**config.mk**
```make
export PLATFORM = sky130hd
export DESIGN_NAME = pong_vga_renderer
export DESIGN_NICKNAME = d
export VERILOG_FILES = /design/src/rtl/pong_video_pkg.sv /design/src/rtl/vga_timing.sv /design/src/rtl/pong_vga_renderer.sv
export SDC_FILE = /design/constraint.sdc
export NUM_CORES = 1
export LEC_CHECK = 0
export BUFFER_PORTS_ARGS = -buffer_cell sky130_fd_sc_hd__buf_2
export CAP_MARGIN = 40
export CORE_UTILIZATION = 45
export DETAILED_ROUTE_END_ITERATION = 6
export PLACE_DENSITY = 0.66
export SLEW_MARGIN = 10
export SYNTH_ARGS = -nofsm -noshare
export SYNTH_HDL_FRONTEND = slang
export SYNTH_HIERARCHICAL = 1
export SYNTH_SLANG_ARGS = --single-unit
```
**constraint.sdc**
```tcl
create_clock -name clk -period 5.9 [get_ports clk]
set_clock_uncertainty 0.05 [all_clocks]
set_input_delay 0.59 -clock clk [delete_from_list [all_inputs] [get_ports clk]]
set_output_delay 0.59 -clock clk [all_outputs]
set_load 0.02 [all_outputs]
```
**src/rtl/pong_video_pkg.sv**
```systemverilog
// pong_video_pkg: 640x480@60 timing defaults, colour type and constants
package pong_video_pkg;
  localparam int H_ACTIVE_D = 640;
  localparam int H_FP_D = 16;
  localparam int H_SYNC_D = 96;
  localparam int H_BP_D = 48;
  localparam int V_ACTIVE_D = 480;
  localparam int V_FP_D = 10;
  localparam int V_SYNC_D = 2;
  localparam int V_BP_D = 33;
  localparam int COLOR_BITS = 4;
  localparam int CW = 12;
  typedef struct packed {
    logic [COLOR_BITS-1:0] r;
    logic [COLOR_BITS-1:0] g;
    logic [COLOR_BITS-1:0] b;
  } rgb_t;
  localparam logic [COLOR_BITS-1:0] C_MSB = {1'b1, {(COLOR_BITS-1){1'b0}}};
  localparam rgb_t COLOR_WHITE = '{r: '1, g: '1, b: '1};
  localparam rgb_t COLOR_GREY = '{r: C_MSB, g: C_MSB, b: C_MSB};
  localparam rgb_t COLOR_BLACK = '0;
  function automatic logic in_span(input logic [CW-1:0] v, input logic [CW-1:0] lo, input logic [CW-1:0] len);
    return v >= lo && v < lo + len;
  endfunction
endpackage

```
**src/rtl/vga_timing.sv**
```systemverilog
// vga_timing: h/v counters with sync, active and frame-end decode
module vga_timing #(
  parameter int H_ACTIVE = 640,
  parameter int H_FP = 16,
  parameter int H_SYNC = 96,
  parameter int H_BP = 48,
  parameter int V_ACTIVE = 480,
  parameter int V_FP = 10,
  parameter int V_SYNC = 2,
  parameter int V_BP = 33,
  parameter int H_W = $clog2(H_ACTIVE + H_FP + H_SYNC + H_BP),
  parameter int V_W = $clog2(V_ACTIVE + V_FP + V_SYNC + V_BP)
) (
  input  logic           clk,
  input  logic           rst,
  output logic [H_W-1:0] o_h_cnt,
  output logic [V_W-1:0] o_v_cnt,
  output logic           o_hsync,
  output logic           o_vsync,
  output logic           o_active,
  output logic           o_frame_end
);
  localparam int H_TOTAL = H_ACTIVE + H_FP + H_SYNC + H_BP;
  localparam int V_TOTAL = V_ACTIVE + V_FP + V_SYNC + V_BP;
  logic [H_W-1:0] r_h;
  logic [V_W-1:0] r_v;
  logic w_h_last, w_v_last;
  assign w_h_last = r_h == H_W'(H_TOTAL - 1);
  assign w_v_last = r_v == V_W'(V_TOTAL - 1);
  always_ff @(posedge clk or negedge rst)
    if (!rst) begin
      r_h <= '0;
      r_v <= '0;
    end else begin
      r_h <= w_h_last ? '0 : r_h + 1'b1;
      if (w_h_last) r_v <= w_v_last ? '0 : r_v + 1'b1;
    end
  assign o_h_cnt = r_h;
  assign o_v_cnt = r_v;
  assign o_hsync = !(r_h >= H_W'(H_ACTIVE + H_FP) && r_h < H_W'(H_ACTIVE + H_FP + H_SYNC));
  assign o_vsync = !(r_v >= V_W'(V_ACTIVE + V_FP) && r_v < V_W'(V_ACTIVE + V_FP + V_SYNC));
  assign o_active = r_h < H_W'(H_ACTIVE) && r_v < V_W'(V_ACTIVE);
  assign o_frame_end = w_h_last && w_v_last;
endmodule

```
**src/rtl/pong_vga_renderer.sv**
```systemverilog
// pong_vga_renderer: 2-stage pong playfield renderer; PONG_CENTER_NET_EN adds a dashed centre net
module pong_vga_renderer import pong_video_pkg::*; #(
  parameter int H_ACTIVE = H_ACTIVE_D,
  parameter int H_FP = H_FP_D,
  parameter int H_SYNC = H_SYNC_D,
  parameter int H_BP = H_BP_D,
  parameter int V_ACTIVE = V_ACTIVE_D,
  parameter int V_FP = V_FP_D,
  parameter int V_SYNC = V_SYNC_D,
  parameter int V_BP = V_BP_D,
  parameter int PADDLE_1_X = 20,
  parameter int PADDLE_2_X = 612,
  parameter int PADDLE_WIDTH = 8,
  parameter int PADDLE_HEIGHT = 64,
  parameter int BALL_SIDE_SIZE = 8,
  parameter int BORDER_PIXEL_WIDTH = 4,
  parameter int PX_W = $clog2(H_ACTIVE + 1) + 1,
  parameter int PY_W = $clog2(V_ACTIVE + 1) + 1
) (
  input  logic                  clk,
  input  logic                  rst,
  input  logic [PY_W-1:0]       paddle_1_pos,
  input  logic [PY_W-1:0]       paddle_2_pos,
  input  logic [PX_W-1:0]       ball_pos_x,
  input  logic [PY_W-1:0]       ball_pos_y,
  output logic                  hsync,
  output logic                  vsync,
  output logic [COLOR_BITS-1:0] red,
  output logic [COLOR_BITS-1:0] green,
  output logic [COLOR_BITS-1:0] blue,
  output logic                  frame_start
);
  localparam int H_W = $clog2(H_ACTIVE + H_FP + H_SYNC + H_BP);
  localparam int V_W = $clog2(V_ACTIVE + V_FP + V_SYNC + V_BP);
  logic [H_W-1:0] w_h_cnt;
  logic [V_W-1:0] w_v_cnt;
  logic w_hsync, w_vsync, w_active, w_frame_end;
  vga_timing #(
    .H_ACTIVE(H_ACTIVE), .H_FP(H_FP), .H_SYNC(H_SYNC), .H_BP(H_BP),
    .V_ACTIVE(V_ACTIVE), .V_FP(V_FP), .V_SYNC(V_SYNC), .V_BP(V_BP),
    .H_W(H_W), .V_W(V_W)
  ) u_timing (
    .clk(clk), .rst(rst), .o_h_cnt(w_h_cnt), .o_v_cnt(w_v_cnt),
    .o_hsync(w_hsync), .o_vsync(w_vsync), .o_active(w_active), .o_frame_end(w_frame_end)
  );
  logic [PY_W-1:0] r_p1, r_p2, r_by;
  logic [PX_W-1:0] r_bx;
  // Positions only move at the frame boundary so a frame never tears
  always_ff @(posedge clk or negedge rst)
    if (!rst) begin
      r_p1 <= '0;
      r_p2 <= '0;
      r_bx <= '0;
      r_by <= '0;
    end else if (w_frame_end) begin
      r_p1 <= paddle_1_pos;
      r_p2 <= paddle_2_pos;
      r_bx <= ball_pos_x;
      r_by <= ball_pos_y;
    end
  logic [CW-1:0] w_x, w_y;
  logic w_ball, w_pad, w_border, w_start;
  assign w_x = CW'(w_h_cnt);
  assign w_y = CW'(w_v_cnt);
  assign w_ball = in_span(w_x, CW'(r_bx), CW'(BALL_SIDE_SIZE)) && in_span(w_y, CW'(r_by), CW'(BALL_SIDE_SIZE));
  assign w_pad = (in_span(w_x, CW'(PADDLE_1_X), CW'(PADDLE_WIDTH)) && in_span(w_y, CW'(r_p1), CW'(PADDLE_HEIGHT)))
              || (in_span(w_x, CW'(PADDLE_2_X), CW'(PADDLE_WIDTH)) && in_span(w_y, CW'(r_p2), CW'(PADDLE_HEIGHT)));
  assign w_border = w_y < CW'(BORDER_PIXEL_WIDTH) || w_y >= CW'(V_ACTIVE - BORDER_PIXEL_WIDTH);
  assign w_start = w_h_cnt == '0 && w_v_cnt == '0;
  logic r1_ball, r1_pad, r1_border, r1_active, r1_hsync, r1_vsync, r1_start;
  always_ff @(posedge clk or negedge rst)
    if (!rst) begin
      r1_ball <= 1'b0;
      r1_pad <= 1'b0;
      r1_border <= 1'b0;
      r1_active <= 1'b0;
      r1_hsync <= 1'b1;
      r1_vsync <= 1'b1;
      r1_start <= 1'b0;
    end else begin
      r1_ball <= w_ball;
      r1_pad <= w_pad;
      r1_border <= w_border;
      r1_active <= w_active;
      r1_hsync <= w_hsync;
      r1_vsync <= w_vsync;
      r1_start <= w_start;
    end
  logic w_grey;
`ifdef PONG_CENTER_NET_EN
  logic w_net, r1_net;
  assign w_net = (w_x == CW'(H_ACTIVE / 2 - 1) || w_x == CW'(H_ACTIVE / 2)) && !w_y[3];
  always_ff @(posedge clk or negedge rst)
    if (!rst) r1_net <= 1'b0;
    else r1_net <= w_net;
  assign w_grey = r1_border || r1_net;
`else
  assign w_grey = r1_border;
`endif
  rgb_t w_rgb, r_rgb;
  assign w_rgb = !r1_active ? COLOR_BLACK : (r1_ball || r1_pad) ? COLOR_WHITE : w_grey ? COLOR_GREY : COLOR_BLACK;
  always_ff @(posedge clk or negedge rst)
    if (!rst) begin
      r_rgb <= COLOR_BLACK;
      hsync <= 1'b1;
      vsync <= 1'b1;
      frame_start <= 1'b0;
    end else begin
      r_rgb <= w_rgb;
      hsync <= r1_hsync;
      vsync <= r1_vsync;
      frame_start <= r1_start;
    end
  assign red = r_rgb.r;
  assign green = r_rgb.g;
  assign blue = r_rgb.b;
endmodule

```
==> impl_summary.txt, run 1 <==
----------------------------------------------------
[Floorplan]
  Die footprint ... roughly 11000 um2
  Area of the placeable core ... 10500 um2
  Boundary pin count ... 58
  Starting density of the core ... about 47%
  Vertical extent of the die ... 107 um
  Horizontal die dimension ... between 100 and 150 um
  Standard-cell rows ... 37

[Synth]
  Top-area cell type share of the netlist area ... 35.0%
  Leading post-synthesis cells by instance count ... 71 x sky130_fd_sc_hd__ha_1, 69 x sky130_fd_sc_hd__dfrtp_1, 52 x sky130_fd_sc_hd__nand2_1, 49 x sky130_fd_sc_hd__inv_1, 45 x sky130_fd_sc_hd__o21ai_0
  Synthesis Warnings ... 6
  Leading cell type by number of instances after synthesis ... sky130_fd_sc_hd__ha_1
  Number of distinct library cells after synthesis ... just over 60
  Simple-Gate Fraction of Synth Area ... 16.7%
  Cell area after technology mapping ... a little under 5000 um2
  Main combinational cell family by area after synthesis ... adder cells
  Flip-flop and latch count after synthesis ... 73
  Fraction of the mapped netlist area in compound gates ... 15.6%
  Main flop type after synthesis ... sky130_fd_sc_hd__dfrtp_1
  Main area contributors after synthesis ... sky130_fd_sc_hd__dfrtp_1 35%, sky130_fd_sc_hd__ha_1 18%, sky130_fd_sc_hd__o21ai_0 4.6%
  Dominant cell type by area after synthesis ... sky130_fd_sc_hd__dfrtp_1
  XOR/XNOR share of the synthesized area ... 4.44%
  Count of mapped cells out of synthesis ... about 520
  Synth async-reset ratio ... 100%
  Mux contribution to synthesized area ... about 1.8%
  Post-synthesis net count ... 635
  Mean area per synthesized cell ... 9.47 um2
  Part of the Yosys area used for sequential elements ... 37.1%
  Synth Area in Adders ... between 10% and 20%
  EDFF count, synth ... 0

[Layout]
  Fillers ... 982
  Final non-filler cell total ... around 700
  Layout area overhead ... 11.2%
  Fraction of the core area covered by cells at the end of the flow ... 52.4%
  Fraction of layout cells with a size suffix above 1 ... between 10% and 20%
  Final antenna diode count ... 0
  Net count, final ... 685
  Non-Filler Cell Area, Final ... 5480 um2

[Power]
  Peak supply drop ... 0.102 mV
  Leakage ... 2.80 nW
  Pwr per Cell Area ... 161 nW/um2
  Total power consumption of the routed design ... between 0.8 and 0.9 mW

[Placed design]
  Number of buffer cells added on primary ports ... 57
  RePlAce Congestion ... 0.824
  Post-detailed-placement half-perimeter wirelength ... 8190 um
  Placement Cell Area ... 5310 um2
  Total placed cells including tap cells ... 696
  Post-placement worst setup slack ... 2.97 ns

[Timing]
  Finish-stage setup viols ... 0
  Total Negative Setup Slacks ... 0 ns
  Hold Slack ... just under 0.2 ns
  Highest clock frequency the design can meet ... 0.338 GHz
  Hold violation count in the final report ... 0
  Final setup slack of the worst path ... 2.94 ns
  Final period util ... around 50%
  Remaining max-slew budget at the tightest pin ... 48.3%
  Shortest period the worst path allows ... 2.96 ns
  Pin slew with the least headroom to its limit ... 0.764 ns
  Setup repair after global routing missed its margin ... no
  Max-slew violation count ... 0

[Route]
  Number of DRC violations after detailed-routing iteration 0 ... 122
  Number of nets with antenna violations after routing ... 0
  DR vias ... 3908
  Routed wire per std cell ... 15.0 um
  Number of remaining DRC errors ... 0
  Number of detailed-route iterations in the first pass ... 4
  Vias per cell ... 5.49
  Post-detailed-routing wire length ... 10700 um

[Worst setup path]
  FF-to-FF setup slack ... 2.94 ns
  Critical R2R Capture ... r_bx[0]
  Kind of end point of the critical path ... flop
  Crit path DAT ... 3.14 ns
  Crit Reg-Reg Startpoint ... u_timing/o_h_cnt[0]
  Startpoint class of the critical path ... flop
  Data required time of the worst path ... 6.08 ns
  Max FO, Critical Path ... 53
  Register-to-Register Path Depth ... 6
  Setup Crit Path Kind ... flop to flop

[Global route]
  Global-route congestion overflow total ... 0
  Number of global-route vias before repair ... just under 4000
  Wire length of the first global-routing pass ... 18500 um
  Pin count of the biggest net entering global routing ... 54
  Antenna violations before repair ... 0
  Gr usage total ... 20.7%

[Clocking]
  Post-CTS repair timing setup buffer count ... 0
  Clock tree from TritonCTS ... built
  Insertion delay of the later-clocked pin in the worst-skew pair ... about 0.35 ns
  # hold bufs at CTS ... 0
  Cells resized by post-CTS repair ... 0
  CTS H-Tree Depth ... 3
  Cell chosen for the clock root ... sky130_fd_sc_hd__clkbuf_8
  Maximum number of buffers from clock root to sink ... 2
  Clock edge transition at the registers on the reported setup and hold paths ... 0.08 ns
  Cts bufs inserted ... 9
  TritonCTS Sinks ... 73

[Flow run]
  Max capacitance violation total ... 0

[Worst hold path]
  Path class of the lowest-slack min-delay path ... input pin to asynchronous set/reset pin

[Outcome]
  Outcome ... completed

----------------------------------------------------
==> cell families after synthesis <==
logic type | count (synthesis)
AOI/OAI and AO/OA | 118
buffers and inverters | 71
and+or+nand+nor | 155
adders and majority gates | 71
DFF | 73
xor gates and xnor gates | 25
muxes | 8
==> per-layer routing <==
layer | track usage [%] | routed length [um]
met4 | 5.48 | 136
met3 | 4.13 | 438
met2 | 35.3 | 5230
met1 | 26.6 | 4890
met5 | 0 | 0
==> cell usage in the layout, fill, tap and decap left out, drive strengths merged, types with 19 or more instances in the layout <==
cell / synthesis / routed
a21oi: 22 / 22
nand3: 24 / 24
nor2: 19 / 19
dfrtp: 69 / 69
o21ai: 47 / 47
buf: 16 / 60
xnor2: 23 / 23
nand2: 52 / 52
ha: 71 / 71
inv: 50 / 50
==> how the worst max path moves through the flow <==
stage | slack [ns] | end | cells after the start | startpoint
after floorplan | 3.64 | r_bx[0] | 6 | u_timing/o_h_cnt[0]
after CTS | 2.94 | r_by[0] | 6 | u_timing/o_h_cnt[0]
after global routing | 2.72 | r_bx[10] | 6 | u_timing/o_h_cnt[0]
after global placement | 3.03 | r_bx[0] | 6 | u_timing/o_h_cnt[0]
final | 2.94 | r_bx[0] | 6 | u_timing/o_h_cnt[0]
after detailed placement | 2.97 | r_bx[0] | 6 | u_timing/o_h_cnt[0]
==> cell type report <==
type / instances / area [um2] / share of cell area (%)
Multi-Input combinational cell: 377 / 2790 / 50.9
Timing Repair Buffer: 60 / 328 / 5.98
Sequential cell: 73 / 1830 / 33.4
Clock buffer: 13 / 159 / 2.90
Tap cell: 136 / 170 / 3.10
Inverter: 50 / 188 / 3.42
Clock inverter: 3 / 15.0 / 0.274
==> where the power goes <==
group | total (mW) | internal [mW] | switching (mW)
combinational | 0.0255 | 0.0119 | 0.0136
sequential | 0.500 | 0.500 | 0
clock | 0.356 | 0.174 | 0.182
total | 0.882 | 0.686 | 0.196
==> worst max-delay path, cell delays in order, from the launching register on <==
cell and delay (ns):
sky130_fd_sc_hd__dfrtp_1 0.46, sky130_fd_sc_hd__ha_1 0.30, sky130_fd_sc_hd__nand4_4 0.15, sky130_fd_sc_hd__nor4_4 0.48, sky130_fd_sc_hd__and3_2 0.53, sky130_fd_sc_hd__buf_4 0.48, sky130_fd_sc_hd__mux2_2 0.38
==> sequential cells by signal (all words and copies together) (netlist names) <==
name,count
r_bx,11
r1_ball,1
r1_vsync,1
hsync,1
blue,2
u_timing/o_v_cnt,10
r1_active,1
r_by,10
frame_start,1
r1_border,1
vsync,1
r1_pad,1
r_p2,10
r_p1,10
u_timing/o_h_cnt,10
r1_hsync,1
r1_start,1
(Power assumes the default switching activity.)
==> run 2: changes to the inputs <==
ABC_AREA = 1   (was default)
clock period = 2.9 ns   (was 5.9 ns; I/O delays follow)
==> impl_summary.txt, run 2 <==
----------------------------------------------------
[Outcome]
  Outcome ... complete, but fails checks
  Violations in the final reports ... negative hold slack

[Clocking]
  Insertion delay of the later-clocked pin in the worst-skew pair ... 0.34 ns
  Cts bufs inserted ... 9
  Cell chosen for the clock root ... sky130_fd_sc_hd__clkbuf_16
  Clock edge transition at the registers on the reported setup and hold paths ... 0.06 ns
  Clock tree from TritonCTS ... built
  TritonCTS Sinks ... between 70 and 80
  Cells resized by post-CTS repair ... 0
  Post-CTS repair timing setup buffer count ... 0
  Maximum number of buffers from clock root to sink ... 2
  # hold bufs at CTS ... 0
  CTS H-Tree Depth ... 3

[Worst setup path]
  Critical path depth in cells ... 9
  Count of buffer and inverter cells on the critical path ... 3
  Critical-path cell with the highest stage delay ... sky130_fd_sc_hd__dfrtp_1
  Cell family with the largest share of critical-path delay ... buffers and inverters
  Kind of end point of the critical path ... flop
  Register-to-Register Path Depth ... 9
  Critical Path, Cell by Cell ... ha_1 > nand2_1 > inv_1 > nand2_1 > nor2_4 > nand2_1 > inv_2 > buf_4 > o21ai_0
  Max FO, Critical Path ... 27
  Data required time of the worst path ... 3.06 ns
  Crit path DAT ... 2.41 ns
  Cell with the most instances on the worst path ... sky130_fd_sc_hd__nand2_1
  Highest cell delay on the worst timing path ... between 0.4 and 0.5 ns
  Setup Crit Path Kind ... flop to flop
  Startpoint class of the critical path ... flop

[Route]
  Vias per cell ... 5.12
  Post-detailed-routing wire length ... 11500 um
  Routed wire per std cell ... 13.4 um
  Number of detailed-route iterations in the first pass ... 6
  DR vias ... 4368
  Number of DRC violations after detailed-routing iteration 0 ... between 300 and 400
  Number of remaining DRC errors ... 0
  Number of nets with antenna violations after routing ... 0

[Global route]
  Global-route congestion overflow total ... 0
  Met2 usage in global routing ... 35.4%
  Pin count of the biggest net entering global routing ... 39
  Antenna violations before repair ... 0
  Number of global-route vias before repair ... between 4000 and 5000
  Met3 track utilization from global routing ... about 3.4%
  Gr usage total ... 21.6%
  Most utilized layer in the global route result ... met2
  GR Layer Usage met1 ... just under 30%
  Wire length of the first global-routing pass ... 19900 um

[Synth]
  Mean area per synthesized cell ... 7.90 um2
  Synth async-reset ratio ... 100%
  Main area contributors after synthesis ... sky130_fd_sc_hd__dfrtp_1 34%, sky130_fd_sc_hd__ha_1 17%, sky130_fd_sc_hd__nand2_1 9.7%
  Leading cell type by number of instances after synthesis ... sky130_fd_sc_hd__nand2_1
  Leading post-synthesis cells by instance count ... 133 x sky130_fd_sc_hd__nand2_1, 91 x sky130_fd_sc_hd__inv_1, 71 x sky130_fd_sc_hd__ha_1, 69 x sky130_fd_sc_hd__dfrtp_1, 62 x sky130_fd_sc_hd__nor2_1
  Top-area cell type share of the netlist area ... about 34%
  EDFF count, synth ... 0
  Post-synthesis net count ... 764
  Dominant cell type by area after synthesis ... sky130_fd_sc_hd__dfrtp_1
  Number of distinct library cells after synthesis ... 37
  Cell area after technology mapping ... 5130 um2
  Synthesis Warnings ... 6
  Main flop type after synthesis ... sky130_fd_sc_hd__dfrtp_1
  Flip-flop and latch count after synthesis ... 73
  Count of mapped cells out of synthesis ... 650
  Part of the Yosys area used for sequential elements ... between 30 and 40%

[Floorplan]
  Starting density of the core ... 46.8%
  Horizontal die dimension ... 109 um
  Vertical extent of the die ... 109 um
  Boundary pin count ... 58
  Die footprint ... 11800 um2
  Standard-cell rows ... 38
  Area of the placeable core ... between 10000 and 15000 um2

[Placed design]
  Post-detailed-placement half-perimeter wirelength ... just under 9000 um
  Number of buffer cells added on primary ports ... 57
  RePlAce Congestion ... 0.806
  Post-placement worst setup slack ... 0.669 ns

[Timing]
  Remaining max-slew budget at the tightest pin ... 46.0%
  Total Negative Setup Slacks ... 0 ns
  Hold violation count in the final report ... 16
  Finish-stage setup viols ... 0
  Final period util ... 77.6%
  Hold Slack ... -0.0125 ns
  Highest clock frequency the design can meet ... 0.444 GHz
  Max-slew violation count ... 0
  Pin slew with the least headroom to its limit ... 0.810 ns
  Final setup slack of the worst path ... 0.650 ns
  Setup repair after global routing missed its margin ... no
  Shortest period the worst path allows ... 2.25 ns

[Layout]
  Fraction of the core area covered by cells at the end of the flow ... a little over half
  Most common cell after layout, fill and taps aside ... sky130_fd_sc_hd__nand2_1
  Largest Register ... r_bx
  Commonest cells after routing, fill and taps aside ... 133 x sky130_fd_sc_hd__nand2_1, 90 x sky130_fd_sc_hd__inv_1, 71 x sky130_fd_sc_hd__ha_1
  Fraction of layout cells with a size suffix above 1 ... 15.1%
  Footprint of the multi-input gates ... 2830 um2
  Max reg flops ... 11
  Net count, final ... 822
  Fillers ... 1036
  Final antenna diode count ... 0
  FF+latch area ... 1830 um2
  Layout area overhead ... 14.7%

[Power]
  Leakage ... 3.27 nW
  Pwr per Cell Area ... 391 nW/um2
  Relative contribution of combinational cells to total power ... 2.2%
  Internal power contribution ... approximately 1.8 mW
  Peak supply drop ... 0.291 mV
  Fraction of power consumed by sequential logic ... 44.3%
  Clock share of power ... between 50% and 60%
  Net switching power figure ... slightly below 0.5 mW
  Switching power as a share of total power ... between 20% and 30%

[Worst hold path]
  Path class of the lowest-slack min-delay path ... input pin to asynchronous set/reset pin

[Flow run]
  Max capacitance violation total ... 0

----------------------------------------------------
==> run 2: changes by cell type after synthesis, moves of 9 or more <==
cell / before / now
sky130_fd_sc_hd__nor2_1: 18 / 62
sky130_fd_sc_hd__and3_1: 11 / 0
sky130_fd_sc_hd__xnor2_1: 23 / 4
sky130_fd_sc_hd__o21ai_1: 2 / 20
sky130_fd_sc_hd__xor2_1: 2 / 17
sky130_fd_sc_hd__nand3_1: 24 / 35
sky130_fd_sc_hd__nand2_1: 52 / 133
sky130_fd_sc_hd__inv_1: 49 / 91
sky130_fd_sc_hd__o21ai_0: 45 / 31
sky130_fd_sc_hd__nand2b_1: 9 / 0
==> run 2: area by class of cell <==
cell class	instances	share of cell area, %
clock inverter	7	1.74
multi-input combinational	462	48.0
sequential	73	31.1
tap	140	2.97
timing repair buffer	67	6.33
inverter	95	6.05
clock buffer	9	3.82
==> run 2: logic make-up after synthesis <==
group                    count (synthesis)  share of synthesized area [%]
AND/OR/NAND/NOR                        272                           23.2
buffers and inverters                  115                           9.28
AO/OA/AOI/OAI                           94                           10.0
flip-flops                              73                           35.7
adder cells (fa/ha/maj)                 71                           17.3
XOR/XNOR                                21                           3.58
multiplexers                             4                          0.877
==> run 2: metrics by stage <==
step | std cells | total power [mW] | hold slack [ns] | cell area (um2)
floorplan | 650 | 1.04 | -0.0556 | 5130
global placement | 837 | 1.09 | 0.282 | 5560
detailed placement | 837 | 1.09 | 0.287 | 5560
CTS | 853 | 2.32 | 0.0341 | 5890
global route | 853 | 2.38 | 0.0679 | 5890
finish | 853 | 2.30 | -0.0125 | 5890
==> run 2: metal layers <==
metal | vias up | wire (um)
li1 | 2228 | -
met3 | 25 | 569
met5 | - | 0
met4 | 0 | 218
met1 | 1988 | 5340
met2 | 127 | 5330
==> run 2: power by group through the flow <==
stage / Combinational (mW) / Sequential [mW] / Clock, mW
after CTS: 0.0531 / 1.02 / 1.25
final: 0.0502 / 1.02 / 1.23
after global routing: 0.0580 / 1.02 / 1.30
after global placement: 0.0516 / 1.04 / 0
after floorplan: 0.0000525 / 1.04 / 0
after detailed placement: 0.0530 / 1.04 / 0
==> run 2: path summary, 6_finish.rpt <==
path	start	endpoint	slack, ns
hold / removal	rst	r_bx[8]	-0.01
max in group asynchronous	rst	r_p2[3]	2.12
hold reg to reg	r1_start	frame_start	0.30
setup reg to reg	u_timing/o_h_cnt[0]	r_bx[8]	0.65
setup / recovery	u_timing/o_h_cnt[0]	r_bx[8]	0.65
min in group clk	paddle_2_pos[6]	r_p2[6]	0.11
==> run 2: worst register-to-register path, cell delays in order (launching register included) <==
cell and delay, ns:
sky130_fd_sc_hd__dfrtp_1 0.44, sky130_fd_sc_hd__ha_1 0.20, sky130_fd_sc_hd__nand2_1 0.09, sky130_fd_sc_hd__inv_1 0.12
sky130_fd_sc_hd__nand2_1 0.13, sky130_fd_sc_hd__nor2_4 0.19, sky130_fd_sc_hd__nand2_1 0.10, sky130_fd_sc_hd__inv_2 0.36
sky130_fd_sc_hd__buf_4 0.31, sky130_fd_sc_hd__o21ai_0 0.13
